<file path="config.mk">
export PLATFORM = sky130hd
export DESIGN_NAME = id_ex_stage
export DESIGN_NICKNAME = d
export VERILOG_FILES = /design/src/rtl/arm_pipe_pkg.sv /design/src/rtl/hazard_detect.sv /design/src/rtl/id_ex_stage.sv
export SDC_FILE = /design/constraint.sdc
export NUM_CORES = 1
export LEC_CHECK = 0
export ABC_AREA = 1
export CAP_MARGIN = 20
export CORE_MARGIN = 1.5
export CORE_UTILIZATION = 43
export DETAILED_ROUTE_END_ITERATION = 16
export GPL_TIMING_DRIVEN = 0
export PLACE_DENSITY = 0.88
export SETUP_SLACK_MARGIN = 0.05
export SLEW_MARGIN = 20
export SYNTH_ARGS = -nofsm -noshare
export SYNTH_HDL_FRONTEND = slang
export SYNTH_SLANG_ARGS = --single-unit
</file>
<file path="constraint.sdc">
create_clock -name clk -period 2 [get_ports clk]
set_clock_uncertainty 0.1 [all_clocks]
set_input_delay 0.2 -clock clk [delete_from_list [all_inputs] [get_ports clk]]
set_output_delay 0.2 -clock clk [all_outputs]
set_load 0.01 [all_outputs]
</file>
<file path="src/rtl/arm_pipe_pkg.sv">
// Shared ARM pipeline types: datapath widths, ALU command encodings and the
// ID/EX bundle carried from decode into execute.
package arm_pipe_pkg;

    localparam int DATA_W     = 32;
    localparam int REG_ADDR_W = 4;

    typedef logic [3:0] exe_cmd_t;

    localparam exe_cmd_t EXE_NOP = 4'b0000;
    localparam exe_cmd_t EXE_MOV = 4'b0001;
    localparam exe_cmd_t EXE_ADD = 4'b0010;
    localparam exe_cmd_t EXE_ADC = 4'b0011;
    localparam exe_cmd_t EXE_SUB = 4'b0100;
    localparam exe_cmd_t EXE_SBC = 4'b0101;
    localparam exe_cmd_t EXE_AND = 4'b0110;
    localparam exe_cmd_t EXE_ORR = 4'b0111;
    localparam exe_cmd_t EXE_EOR = 4'b1000;
    localparam exe_cmd_t EXE_MVN = 4'b1001;

    typedef struct packed {
        logic                  valid;
        logic                  wb_en;
        logic                  mem_r_en;
        logic                  mem_w_en;
        logic                  b;
        logic                  s;
        logic                  imm;
        logic                  two_src;
        exe_cmd_t              exe_cmd;
        logic [DATA_W-1:0]     pc;
        logic [DATA_W-1:0]     val_rn;
        logic [DATA_W-1:0]     val_rm;
        logic [11:0]           shift_operand;
        logic [23:0]           signed_imm_24;
        logic [3:0]            status;
        logic [REG_ADDR_W-1:0] dest;
        logic [REG_ADDR_W-1:0] src1;
        logic [REG_ADDR_W-1:0] src2;
    } id_ex_bundle_t;

    localparam id_ex_bundle_t BUBBLE = '0;

endpackage

</file>
<file path="src/rtl/hazard_detect.sv">
// Combinational RAW / load-use interlock for the instruction sitting in ID.
// With forwarding on only a load in EX stalls; with it off any EX or MEM writer does.
module hazard_detect
    import arm_pipe_pkg::*;
(
    input  logic                  id_valid,
    input  logic                  id_two_src,
    input  logic [REG_ADDR_W-1:0] id_src1,
    input  logic [REG_ADDR_W-1:0] id_src2,
    input  logic                  ex_valid,
    input  logic                  ex_wb_en,
    input  logic                  ex_mem_r_en,
    input  logic [REG_ADDR_W-1:0] ex_dest,
    input  logic                  mem_wb_en,
    input  logic [REG_ADDR_W-1:0] mem_dest,
    input  logic                  forward_en,
    output logic                  hazard
);

    logic match_ex;
    logic match_mem;

    assign match_ex  = (id_valid && id_src1 == ex_dest)
                     || (id_valid && id_two_src && id_src2 == ex_dest);
    assign match_mem = (id_valid && id_src1 == mem_dest)
                     || (id_valid && id_two_src && id_src2 == mem_dest);

    always_comb begin
        hazard = 1'b0;
        if (forward_en) begin
            hazard = ex_valid && ex_mem_r_en && ex_wb_en && match_ex;
        end else begin
            hazard = (ex_valid && ex_wb_en && match_ex) || (mem_wb_en && match_mem);
        end
    end

endmodule

</file>
<file path="src/rtl/id_ex_stage.sv">
// ID/EX pipeline register with hazard interlock; freeze holds, flush/hazard load a bubble.
// Optional saturating bubble counter enabled by defining ID_EX_BUBBLE_CNT_EN.
module id_ex_stage #(
    parameter int DATA_W     = 32,
    parameter int REG_ADDR_W = 4,
    parameter int CNT_W      = 16
) (
    input  logic                  clk,
    input  logic                  rst_n,
    input  logic                  id_valid,
    input  logic                  id_wb_en,
    input  logic                  id_mem_r_en,
    input  logic                  id_mem_w_en,
    input  logic                  id_b,
    input  logic                  id_s,
    input  logic                  id_imm,
    input  logic                  id_two_src,
    input  logic [3:0]            id_exe_cmd,
    input  logic [DATA_W-1:0]     id_pc,
    input  logic [DATA_W-1:0]     id_val_rn,
    input  logic [DATA_W-1:0]     id_val_rm,
    input  logic [11:0]           id_shift_operand,
    input  logic [23:0]           id_signed_imm_24,
    input  logic [3:0]            id_status,
    input  logic [REG_ADDR_W-1:0] id_dest,
    input  logic [REG_ADDR_W-1:0] id_src1,
    input  logic [REG_ADDR_W-1:0] id_src2,
    input  logic [REG_ADDR_W-1:0] mem_dest,
    input  logic                  mem_wb_en,
    input  logic                  freeze,
    input  logic                  flush,
    input  logic                  forward_en,
    output logic                  ex_valid,
    output logic                  ex_wb_en,
    output logic                  ex_mem_r_en,
    output logic                  ex_mem_w_en,
    output logic                  ex_b,
    output logic                  ex_s,
    output logic                  ex_imm,
    output logic                  ex_two_src,
    output logic [3:0]            ex_exe_cmd,
    output logic [DATA_W-1:0]     ex_pc,
    output logic [DATA_W-1:0]     ex_val_rn,
    output logic [DATA_W-1:0]     ex_val_rm,
    output logic [11:0]           ex_shift_operand,
    output logic [23:0]           ex_signed_imm_24,
    output logic [3:0]            ex_status,
    output logic [REG_ADDR_W-1:0] ex_dest,
    output logic [REG_ADDR_W-1:0] ex_src1,
    output logic [REG_ADDR_W-1:0] ex_src2,
    output logic                  hazard,
    output logic [CNT_W-1:0]      bubble_cnt
);

    import arm_pipe_pkg::id_ex_bundle_t;
    import arm_pipe_pkg::BUBBLE;

    id_ex_bundle_t id_bus;
    id_ex_bundle_t ex_q;

    assign id_bus = '{valid:         id_valid,
                      wb_en:         id_wb_en,
                      mem_r_en:      id_mem_r_en,
                      mem_w_en:      id_mem_w_en,
                      b:             id_b,
                      s:             id_s,
                      imm:           id_imm,
                      two_src:       id_two_src,
                      exe_cmd:       id_exe_cmd,
                      pc:            id_pc,
                      val_rn:        id_val_rn,
                      val_rm:        id_val_rm,
                      shift_operand: id_shift_operand,
                      signed_imm_24: id_signed_imm_24,
                      status:        id_status,
                      dest:          id_dest,
                      src1:          id_src1,
                      src2:          id_src2};

    hazard_detect u_hazard_detect (
        .id_valid    (id_valid),
        .id_two_src  (id_two_src),
        .id_src1     (id_src1),
        .id_src2     (id_src2),
        .ex_valid    (ex_q.valid),
        .ex_wb_en    (ex_q.wb_en),
        .ex_mem_r_en (ex_q.mem_r_en),
        .ex_dest     (ex_q.dest),
        .mem_wb_en   (mem_wb_en),
        .mem_dest    (mem_dest),
        .forward_en  (forward_en),
        .hazard      (hazard)
    );

    always_ff @(posedge clk or negedge rst_n) begin
        if (!rst_n) begin
            ex_q <= BUBBLE;
        end else if (!freeze) begin
            if (flush || hazard) begin
                ex_q <= BUBBLE;
            end else begin
                ex_q <= id_bus;
            end
        end
    end

`ifdef ID_EX_BUBBLE_CNT_EN
    logic [CNT_W-1:0] cnt_q;

    // only interlock bubbles count; a flush that coincides with a hazard does not
    always_ff @(posedge clk or negedge rst_n) begin
        if (!rst_n) begin
            cnt_q <= '0;
        end else if (!freeze && !flush && hazard && cnt_q != {CNT_W{1'b1}}) begin
            cnt_q <= cnt_q + CNT_W'(1);
        end
    end

    assign bubble_cnt = cnt_q;
`else
    assign bubble_cnt = '0;
`endif

    assign ex_valid         = ex_q.valid;
    assign ex_wb_en         = ex_q.wb_en;
    assign ex_mem_r_en      = ex_q.mem_r_en;
    assign ex_mem_w_en      = ex_q.mem_w_en;
    assign ex_b             = ex_q.b;
    assign ex_s             = ex_q.s;
    assign ex_imm           = ex_q.imm;
    assign ex_two_src       = ex_q.two_src;
    assign ex_exe_cmd       = ex_q.exe_cmd;
    assign ex_pc            = ex_q.pc;
    assign ex_val_rn        = ex_q.val_rn;
    assign ex_val_rm        = ex_q.val_rm;
    assign ex_shift_operand = ex_q.shift_operand;
    assign ex_signed_imm_24 = ex_q.signed_imm_24;
    assign ex_status        = ex_q.status;
    assign ex_dest          = ex_q.dest;
    assign ex_src1          = ex_q.src1;
    assign ex_src2          = ex_q.src2;

endmodule

</file>
==> impl_metrics.tcl, run 1 <==
set metrics [dict create \
    ys_seq_elements 160 \
    setup_violations 0 \
    path_delay_family "simple AND/OR/NAND/NOR gates" \
    root_buffer "clkbuf_16" \
    power_mw 8.879 \
    grt.total_usage_pct 28.03 \
    nNetsFinal 1670 \
    gr-total-overflow 0 \
    clock_path_buffers 2 \
    layout-drive-gt1-share_pct 6.411 \
    fmax_ghz 0.5072 \
    hold_viol_final 0 \
    finalCriticalPeriod_ps 1972 \
    ys_types 20 \
    synth_top_cell_by_area "dfrtp_1" \
    required_ps 1700 \
    drv_cap 0 \
    drc_errors 0 \
    die_area_mm2 0.02005 \
    cpPeakStageDelay_ps 430 \
    dpl.cell_count 1712 \
    core_area_mm2 0.01877 \
    startpoint_type "flop" \
    crit_path_end_kind "primary output" \
    syn-instance-count 1133 \
    grt_busiest_layer "met2" \
    grt_pass1_vias 8694 \
    syn-cell-area_mm2 0.008262 \
    layout_common_cells "nand2_1 (350), clkdlybuf4s50_1 (327), nor2_1 (172)" \
    area_delta_synth_final_pct 52.75 \
    finalWirelength_um 28230 \
    portBuffers 329 \
    place_hpwl_um 20490 \
    slew_headroom_pct 44.38 \
    synth_top_area_share_pct 48.46 \
    fillers 1526 \
    cts_tree "done" \
    multi_input_area_mm2 0.003136 \
    yosysWarnings 0 \
    crit_slowest_cell "dfrtp_1" \
    avgSynthCellArea_um2 7.292 \
    clkTransAtPathRegs_ps 70 \
    avgViaCountPerCell 5.089 \
    final_common_cell "nand2_1" \
    holdCritPathClass "in2async" \
    period_share_pct 98.58 \
    die_x_um 141.6 \
    fp-row-count 50 \
    path_cells "inv_1 -> nand2_1 -> nand2_1 -> nor2_1 -> nand3_1 -> nand2_2 -> nand2_4 -> buf_6 -> nand2_2 -> buf_6" \
    grt_start_max_net_pins 99 \
    final_cells 1748 \
    cts.sinks 160 \
    grt_pass1_wl_um 44190 \
    numCtsBuffers 17 \
    antenna_found_initial 1 \
    critPathArrivalTime_ps 1670 \
    io_pins 347 \
    power.leakage_nw 6.696 \
    met3_usage_pct 7.087 \
    powerDensity_mw_per_mm2 703.6 \
    drv_slew 0 \
    initial_core_util_pct 44.02 \
    worst_slew_pin_slew_ps 834.3 \
    drtPass1Iterations 7 \
    htree_levels 4 \
    ir_drop_mv 0.5527 \
    clock_latency_ps 420 \
    worstSetupPathType "reg2out" \
    crit_fanout 6 \
    run_status "completed" \
    yosys-top-cells-area "dfrtp_1 (48%), nand2_1 (16%), nand4_1 (12%)" \
    postRouteAntennaNets 0 \
    drtIter0Drc 476 \
    path_buf_inv 3 \
    met2_usage_pct 46.73 \
    globalplace.congestion 0.9439 \
    seq_area_mm2 0.004005 \
    yosysSeqAreaShare_pct 48.46 \
    grtUsageMet1_pct 33.60 \
    die_y_um 141.6 \
    via_count 8896 \
    rsz0062_at_grt "yes" \
    wl_per_cell_um 16.15 \
]
[per-stage QoR]
stage          TNS, ps  instance area [um^2]  worst slack (ps)  hold WS (ps)  util [%]
3_3_place_gp   -968900                 11900             -5928         361.8     63.43
5_1_grt         -29.61                 12620            -29.61         239.6     67.24
4_1_cts              0                 12600             46.51         221.5     67.13
3_5_place_dp    -26270                 11940            -676.2         77.78     63.60
2_1_floorplan        0                  8318             503.6        -195.6         -
6_report             0                 12620             28.35         218.0     67.24
[registers in the layout (all words and copies together), names as in the netlist, 12 cells and up]
register,cells
ex_pc,32
ex_val_rm,32
ex_val_rn,32
ex_signed_imm_24,24
ex_shift_operand,12
[per-layer routing]
| metal | wire length, um | up-vias | share of wire, % |
|---|---|---|---|
| met3 | 2480 | 85 | 8.8 |
| met5 | 0 | - | 0 |
| met1 | 10870 | 4121 | 38 |
| met4 | 1260 | 0 | 4.5 |
| met2 | 13620 | 466 | 48 |
| li1 | - | 4224 | - |
[path summary, 6_finish.rpt]
path | slack [ps] | to | cells after the start | start
worst max-delay path | 30 | hazard | 10 | ex_dest[0]
worst min-delay path | 220 | ex_val_rm[16] | 2 | rst_n
worst max register to register | 130 | ex_val_rm[0] | 12 | ex_dest[0]
worst min register to register | 380 | ex_val_rn[13] | 2 | ex_val_rn[13]
max in group asynchronous | 710 | ex_signed_imm_24[18] | 3 | rst_n
min in group clk | 300 | ex_val_rm[31] | 5 | id_val_rm[31]
[layout make-up]
class,count,share of cell area (%)
diodes,1,0.01983
clock inverters,15,1.368
well taps,234,2.320
inverters,170,5.057
flip-flops and latches,160,31.74
plain buffers,101,4.571
repair buffers,335,26.71
clock buffers,17,3.371
multi-input cells,715,24.85
[synthesized netlist by cell type]
master and number:
nand2_2 2, clkbuf_1 40, dfrtp_1 160, xnor2_1 2
a21oi_1 1, nand3_1 3, conb_1 1, nor2_1 173
buf_4 16, buf_6 11, nand4_1 160, o21ai_1 2
xor2_1 1, buf_1 13, buf_2 23, o21ai_0 2
inv_1 167, nand3b_1 1, inv_2 3, nand2_1 352
[what timing repair did]
item,CTS,global route
endpoints found under the hold margin,62,0
buffers inserted,4,0
gates resized for setup,12,9
hold buffers,1,0
gates cloned,0,0
endpoints found under the setup margin,1,86
pin swaps,4,0
[report_power, final]
group / internal (mW) / switching (mW) / leakage (nW)
sequential: 3.49 / 0.164 / 2.09
clock: 1.89 / 1.48 / 0.295
combinational: 0.979 / 0.875 / 4.32
[kinds of logic after synthesis]
| kind of cell | share of synthesized area (%) |
|---|---|
| other | 0.04539 |
| and+or+nand+nor | 36.39 |
| xor gates and xnor gates | 0.3181 |
| DFF | 48.46 |
| AOI/OAI and AO/OA | 0.3028 |
| buffers and inverters | 14.48 |
(Power assumes the default switching activity.)
==> run 2, diff against run 1 <==
Settings changed: CORE_UTILIZATION 43 to 30, PLACE_DENSITY 0.88 to 0.67, SLEW_MARGIN 20 to unset.
Clock period 2 ns to 2.29 ns, I/O delays scaled along.
==> run 2 against run 1 <==
  * Sequential share of layout area shrank 0.38 points
  * Register-to-register slack better by 300 ps
  * Die area increased by 42%
  * Clock power down 7.7%
  * Count of clock-buffer cells in the layout grew 3
  * Hold slack got worse by 31 ps
  * First-iteration DRC count rose by 16%
  * Utilization down 20 points
  * Design area up 1.2%
  * Sequential power shrank 13%
  * Wire length increased by 0.79%
  * Critical endpoint unchanged
  * Largest power group unchanged
==> impl_metrics.tcl, run 2 (synthesis results as in run 1) <==
set metrics [dict create \
    rrSetupSlack_ps 430 \
    wl_per_cell_um 15.34 \
    clock_path_buffers 2 \
    crit_fanout 19 \
    die_area_mm2 0.02854 \
    globalplace.congestion 0.8930 \
    crit_path_end_kind "primary output" \
    hold_ws_ps 186.9 \
    portBuffers 329 \
    run_status "completed" \
    min_to "ex_src1[2]" \
    tns_ps 0 \
    clkTransAtPathRegs_ps 60 \
    finalWirelength_um 28450 \
    clock_latency_ps 420 \
    fmax_ghz 0.4655 \
    root_buffer "clkbuf_16" \
    fp-row-count 60 \
    antenna_found_initial 1 \
    grt_pass1_vias 8036 \
    startpoint_type "primary input" \
    numCtsBuffers 17 \
    area_delta_synth_final_pct 54.54 \
    drv_slew 0 \
    grt_start_max_net_pins 86 \
    drc_errors 0 \
    ir_drop_mv 0.4640 \
    r2r-start "ex_dest[1]" \
    drtIter0Drc 554 \
    avgViaCountPerCell 4.582 \
    via_count 8499 \
    min_path_cells 5 \
    final_common_cell "nand2_1" \
    powerDensity_mw_per_mm2 619.1 \
    r2r_cells 10 \
    cts.sinks 160 \
    finalCriticalPeriod_ps 2148 \
    power.leakage_nw 6.716 \
    critPathArrivalTime_ps 1820 \
    worst_slew_pin_slew_ps 798.3 \
    required_ps 1960 \
    fin_util_pct 47.24 \
    gr-total-overflow 0 \
    initial_core_util_pct 30.57 \
    worstSetupPathType "in2out" \
    path_buf_inv 4 \
    drv_cap 0 \
    path_cells "clkdlybuf4s50_1 -> inv_2 -> nand2_1 -> nand2_1 -> nor2_1 -> nand3_1 -> nand2_1 -> nand2_4 -> buf_12 -> nand2_1 -> dlygate4sd2_1" \
    place_hpwl_um 20610 \
    layout-drive-gt1-share_pct 6.147 \
    holdCritPathClass "in2reg" \
    drtPass1Iterations 5 \
    worst_path_most_repeated_cell "nand2_1" \
    postRouteAntennaNets 0 \
    die_x_um 169.0 \
    grt_pass1_wl_um 44390 \
    die_y_um 169.0 \
    cpPeakStageDelay_ps 540 \
    path_delay_family "buffers and inverters" \
    rsz0062_at_grt "no" \
    htree_levels 4 \
    min_from "id_src1[2]" \
    crit_cells 11 \
    cts_tree "done" \
    hold_viol_final 0 \
    io_pins 347 \
    core_area_mm2 0.02703 \
    period_share_pct 93.81 \
    crit_slowest_cell "clkdlybuf4s50_1" \
    r2r-end "ex_val_rn[24]" \
    nNetsFinal 1670 \
    setup_violations 0 \
    slew_headroom_pct 46.78 \
    grt.total_usage_pct 19.84 \
    layout_common_cells "nand2_1 (352), clkdlybuf4s50_1 (325), nor2_1 (173)" \
]
==> run 2: cell types whose count changed in the layout (fill, tap and decap cells not counted), sizes merged <==
| cell | before | now |
|---|---|---|
| buf | 64 | 67 |
| dlymetal6s2s | 0 | 2 |
| clkbuf | 61 | 60 |
| bufinv | 2 | 3 |
| clkinvlp | 1 | 2 |
| inv | 178 | 175 |
| clkdlybuf4s50 | 327 | 325 |
| clkinv | 4 | 2 |
| dlygate4sd2 | 0 | 1 |
==> run 2: where the power goes <==
part / switching [mW] / internal [mW]
Combinational: 0.754 / 0.854
Sequential: 0.138 / 3.05
Clock: 1.27 / 1.84
Total: 2.16 / 5.74
==> run 2: metrics by stage <==
step | setup slack (ps) | area [um^2] | power, mW | std cells
final | 141.7 | 12770 | 7.905 | 1855
after global routing | 42.99 | 12760 | 8.286 | 1854
after CTS | 127.5 | 12750 | 8.011 | 1853
after detailed placement | -472.4 | 12070 | 4.847 | 1819
after global placement | -6107 | 12040 | 4.833 | 1818
after floorplan | 792.8 | 8318 | 3.834 | 1148
==> run 2: worst min-delay path, delay by kind of cell <==
family / cells / cell delay (ps)
buf+inv: 2 / 240
simple gates: 3 / 190
==> run 2: repair_timing <==
item,4_1_cts,5_1_grt
endpoints found under the setup margin,1,1
resized for setup,7,4
pin swaps,1,0
hold endpoints to repair,75,0
hold buffers,1,0
buffers inserted,2,1
==> run 2: worst max-delay path by stage <==
stage | startpoint | endpoint | slack, ps
5_1_grt | ex_dest[2] | hazard | 40
2_1_floorplan | ex_dest[2] | hazard | 790
3_5_place_dp | id_src1[2] | hazard | -470
3_3_place_gp | rst_n | ex_val_rn[23] | -6110
4_1_cts | ex_dest[0] | hazard | 130
6_report | id_src2[2] | hazard | 140
==> run 2: layer usage <==
| layer | vias up | GRT usage (%) | part of all wire (%) |
|---|---|---|---|
| li1 | 4221 | - | - |
| met1 | 3941 | 26.07 | 44 |
| met2 | 310 | 32.02 | 46 |
| met3 | 27 | 5.424 | 7.3 |
| met4 | 0 | 5.590 | 1.7 |
| met5 | - | 0 | 0 |
==> run 2: layout make-up <==
| type | instances | area [um^2] |
|---|---|---|
| diodes | 1 | 2.502 |
| well taps | 341 | 426.7 |
| multi-input cells | 715 | 3128 |
| repair buffers | 334 | 3362 |
| flip-flops and latches | 160 | 4004 |
| clock buffers | 20 | 466.7 |
| fillers | 2645 | 14260 |
| inverters | 170 | 638.1 |
| plain buffers | 102 | 568.0 |
| clock inverters | 12 | 171.4 |
==> run 3, diff against run 2 <==
Settings changed: ABC_AREA 1 to 0, CORE_MARGIN 1.5 to 2, PLACE_DENSITY 0.67 to 0.66.
==> run 3 against run 2 <==
  * Fmax is 5.6% lower
  * First-iteration DRC count is 45% lower
  * Cell count is 19% lower
  * Largest cell class is now non-clock buffers
  * Count of clock-buffer cells in the layout is 1 lower
  * Critical path depth is 1 lower
  * Clock power is 9.6% lower
  * Synthesized area is 2.6% higher
  * Hold slack better by 67 ps
  * Critical path type is now reg2reg
  * Sequential power hardly changed
  * Total power is 0.29% higher
  * Combinational power is 20% higher
  * Design area is 4.4% higher
==> impl_metrics.tcl, run 3 <==
set metrics [dict create \
    wl_met1_um 10150 \
    cpPeakStageDelay_ps 410 \
    grt_start_max_net_pins 83 \
    die_x_um 172.1 \
    rrSetupSlack_ps 10 \
    numCtsBuffers 17 \
    path_cells "buf_6 -> xnor2_2 -> nand4_1 -> o41ai_4 -> buf_4 -> a221o_1 -> buf_6 -> buf_16 -> buf_12 -> o31ai_4" \
    post_dp_cell_area_mm2 0.01240 \
    die_y_um 172.1 \
    syn-instance-count 721 \
    avgSynthCellArea_um2 11.75 \
    layout_common_cells "clkdlybuf4s50_1 (327), dfrtp_1 (157), nand2_1 (153)" \
    drc_errors 0 \
    root_buffer "clkbuf_16" \
    power_mw 7.928 \
    min_from "id_pc[28]" \
    drv_slew 0 \
    core_area_mm2 0.02778 \
    worst_path_most_repeated_cell "buf_6" \
    p_int_mw 5.600 \
    drtPass1Iterations 4 \
    startpoint_type "flop" \
    avgViaCountPerCell 4.274 \
    wl_met2_um 12280 \
    place_ws_ps -581.2 \
    finalCriticalPeriod_ps 2276 \
    fmax_ghz 0.4393 \
    required_ps 2510 \
    portBuffers 329 \
    hold_ws_ps 253.6 \
    via_count 6398 \
    final_common_cell "clkdlybuf4s50_1" \
    min_path_cells 3 \
    drtIter0Drc 305 \
    synthFlopType "dfrtp_1" \
    synth_top_area_share_pct 47.25 \
    globalplace.congestion 0.8217 \
    dpl.cell_count 1449 \
    postRouteAntennaNets 0 \
    r2r-start "ex_dest[2]" \
    synth.most_common_cell "dfrtp_1" \
    cts.sinks 160 \
    clock_latency_ps 410 \
    initial_core_util_pct 30.50 \
    min_to "ex_pc[28]" \
    rsz0062_at_grt "yes" \
    crit_fanout 10 \
    finalWirelength_um 24310 \
    synth_top_cells_by_count "dfrtp_1 (160), nand2_1 (153), inv_1 (152)" \
    yosysSeqAreaShare_pct 47.25 \
    ir_drop_mv 0.4720 \
    area_delta_synth_final_pct 57.37 \
    nNetsFinal 1275 \
    power.leakage_nw 5.817 \
    synth_top_cell_by_area "dfrtp_1" \
    grt.total_usage_pct 16.17 \
    powerDensity_mw_per_mm2 594.6 \
    critPathArrivalTime_ps 2500 \
    p_switching_mw 2.328 \
    ys_types 22 \
    hold_viol_final 0 \
    layout-drive-gt1-share_pct 18.34 \
    p_seq_share_pct 40.2 \
    clkTransAtPathRegs_ps 80 \
    clock_path_buffers 2 \
    grt_pass1_vias 6711 \
    worst_slew_pin_slew_ps 844.4 \
    r2r-end "ex_val_rn[12]" \
    power_frac_clock_pct 35.4 \
    yosys-top-cells-area "dfrtp_1 (47%), o31ai_4 (25%), nand2_1 (6.8%)" \
    htree_levels 4 \
    crit_path_end_kind "flop" \
    crit_slowest_cell "dfrtp_1" \
    synth-edff-count 0 \
    run_status "completed" \
    holdCritPathClass "in2reg" \
    top_layer "met4" \
    gr-total-overflow 0 \
    final_cells 1497 \
    met3_length_um 1489 \
    period_share_pct 99.40 \
    synth-async-reset-ratio_pct 100.0 \
    place_hpwl_um 18160 \
    setup_violations 0 \
    worst_slack_ps 13.67 \
    io_pins 347 \
    die_area_mm2 0.02960 \
    cts_tree "done" \
    worstSetupPathType "reg2reg" \
    antenna_found_initial 0 \
    sw_frac_of_total_pct 29.36 \
    slew_headroom_pct 43.71 \
    p_comb_share_pct 24.4 \
    grt_pass1_wl_um 37090 \
    yosysWarnings 0 \
    syn-cell-area_mm2 0.008473 \
    ys_seq_elements 160 \
    drv_cap 0 \
    wl_per_cell_um 16.24 \
    design_area_mm2 0.01333 \
    fp-row-count 61 \
    r2r_cells 10 \
]
## run 3: changes by cell type after synthesis, moves of 11 or more
cell,change
nand2_1,-199
o31ai_4,+100
o31ai_1,+50
nor2_1,-171
buf_1,-12
buf_2,-17
nand4_1,-158
buf_12,+11
inv_1,-15
## run 3: cell families (layout without fill, tap and decap cells)
kind of cell           count (synthesis)  in the layout  synth area share [%]
XOR/XNOR                              16             16                 1.654
buffers and inverters                221            603                 12.79
other                                  1             17               0.04426
flip-flops                           160            160                 47.25
AO/OA/AOI/OAI                        165            165                 31.19
AND/OR/NAND/NOR                      158            158                 7.073
## run 3: repair_timing
item,4_1_cts,5_1_grt
pin swaps,4,3
hold buffers,1,0
endpoints found under the hold margin,78,0
setup buffers,4,1
cloned,0,4
setup endpoints to repair,104,126
gates resized for setup,15,17
## run 3: cell type report
cell class / count / area (um^2)
fill: 2603 / 14450
sequential: 160 / 4008
timing repair buffer: 350 / 3621
multi-input combinational: 355 / 3526
inverter: 152 / 570.5
buffer: 69 / 561.8
tap: 378 / 473.0
clock buffer: 19 / 452.9
clock inverter: 13 / 118.9
antenna: 1 / 2.502
## run 3: stage by stage
stage	setup TNS, ps	utilization, %
3_5_place_dp	-45240	44.65
5_1_grt	-1585	47.99
6_report	0	48.00
3_3_place_gp	-989110	44.26
4_1_cts	-940.3	47.06
2_1_floorplan	0	-
## run 3: worst max path at each step
stage,depth (start not counted),to,startpoint
6_report,10,ex_val_rn[12],ex_dest[2]
5_1_grt,10,ex_val_rn[30],ex_dest[2]
4_1_cts,9,ex_signed_imm_24[20],ex_dest[2]
3_5_place_dp,7,hazard,id_src2[0]
3_3_place_gp,1,ex_val_rm[21],rst_n
2_1_floorplan,7,ex_pc[0],ex_dest[1]
## run 3: layer usage
layer  vias to the layer above  track usage, %
met1                      3089           20.18
li1                       3098               -
met5                         -               0
met4                         0           4.531
met3                        21           4.097
met2                       190           27.73
## run 3: power by group through the flow
| stage | clock network [mW] | registers [mW] | logic, mW |
|---|---|---|---|
| 3_3_place_gp | 0 | 3.23 | 1.84 |
| 2_1_floorplan | 0 | 3.33 | 0.772 |
| 3_5_place_dp | 0 | 3.24 | 1.88 |
| 4_1_cts | 2.90 | 3.18 | 1.91 |
| 6_report | 2.81 | 3.18 | 1.94 |
| 5_1_grt | 3.02 | 3.21 | 2.08 |
## run 3: critical path, delay by kind of cell (launching register included)
| kind | cells | cell delay, ps |
|---|---|---|
| flops | 1 | 410 |
| xor+xnor | 1 | 120 |
| simple gates | 1 | 110 |
| buf+inv | 5 | 790 |
| compound gates | 3 | 650 |
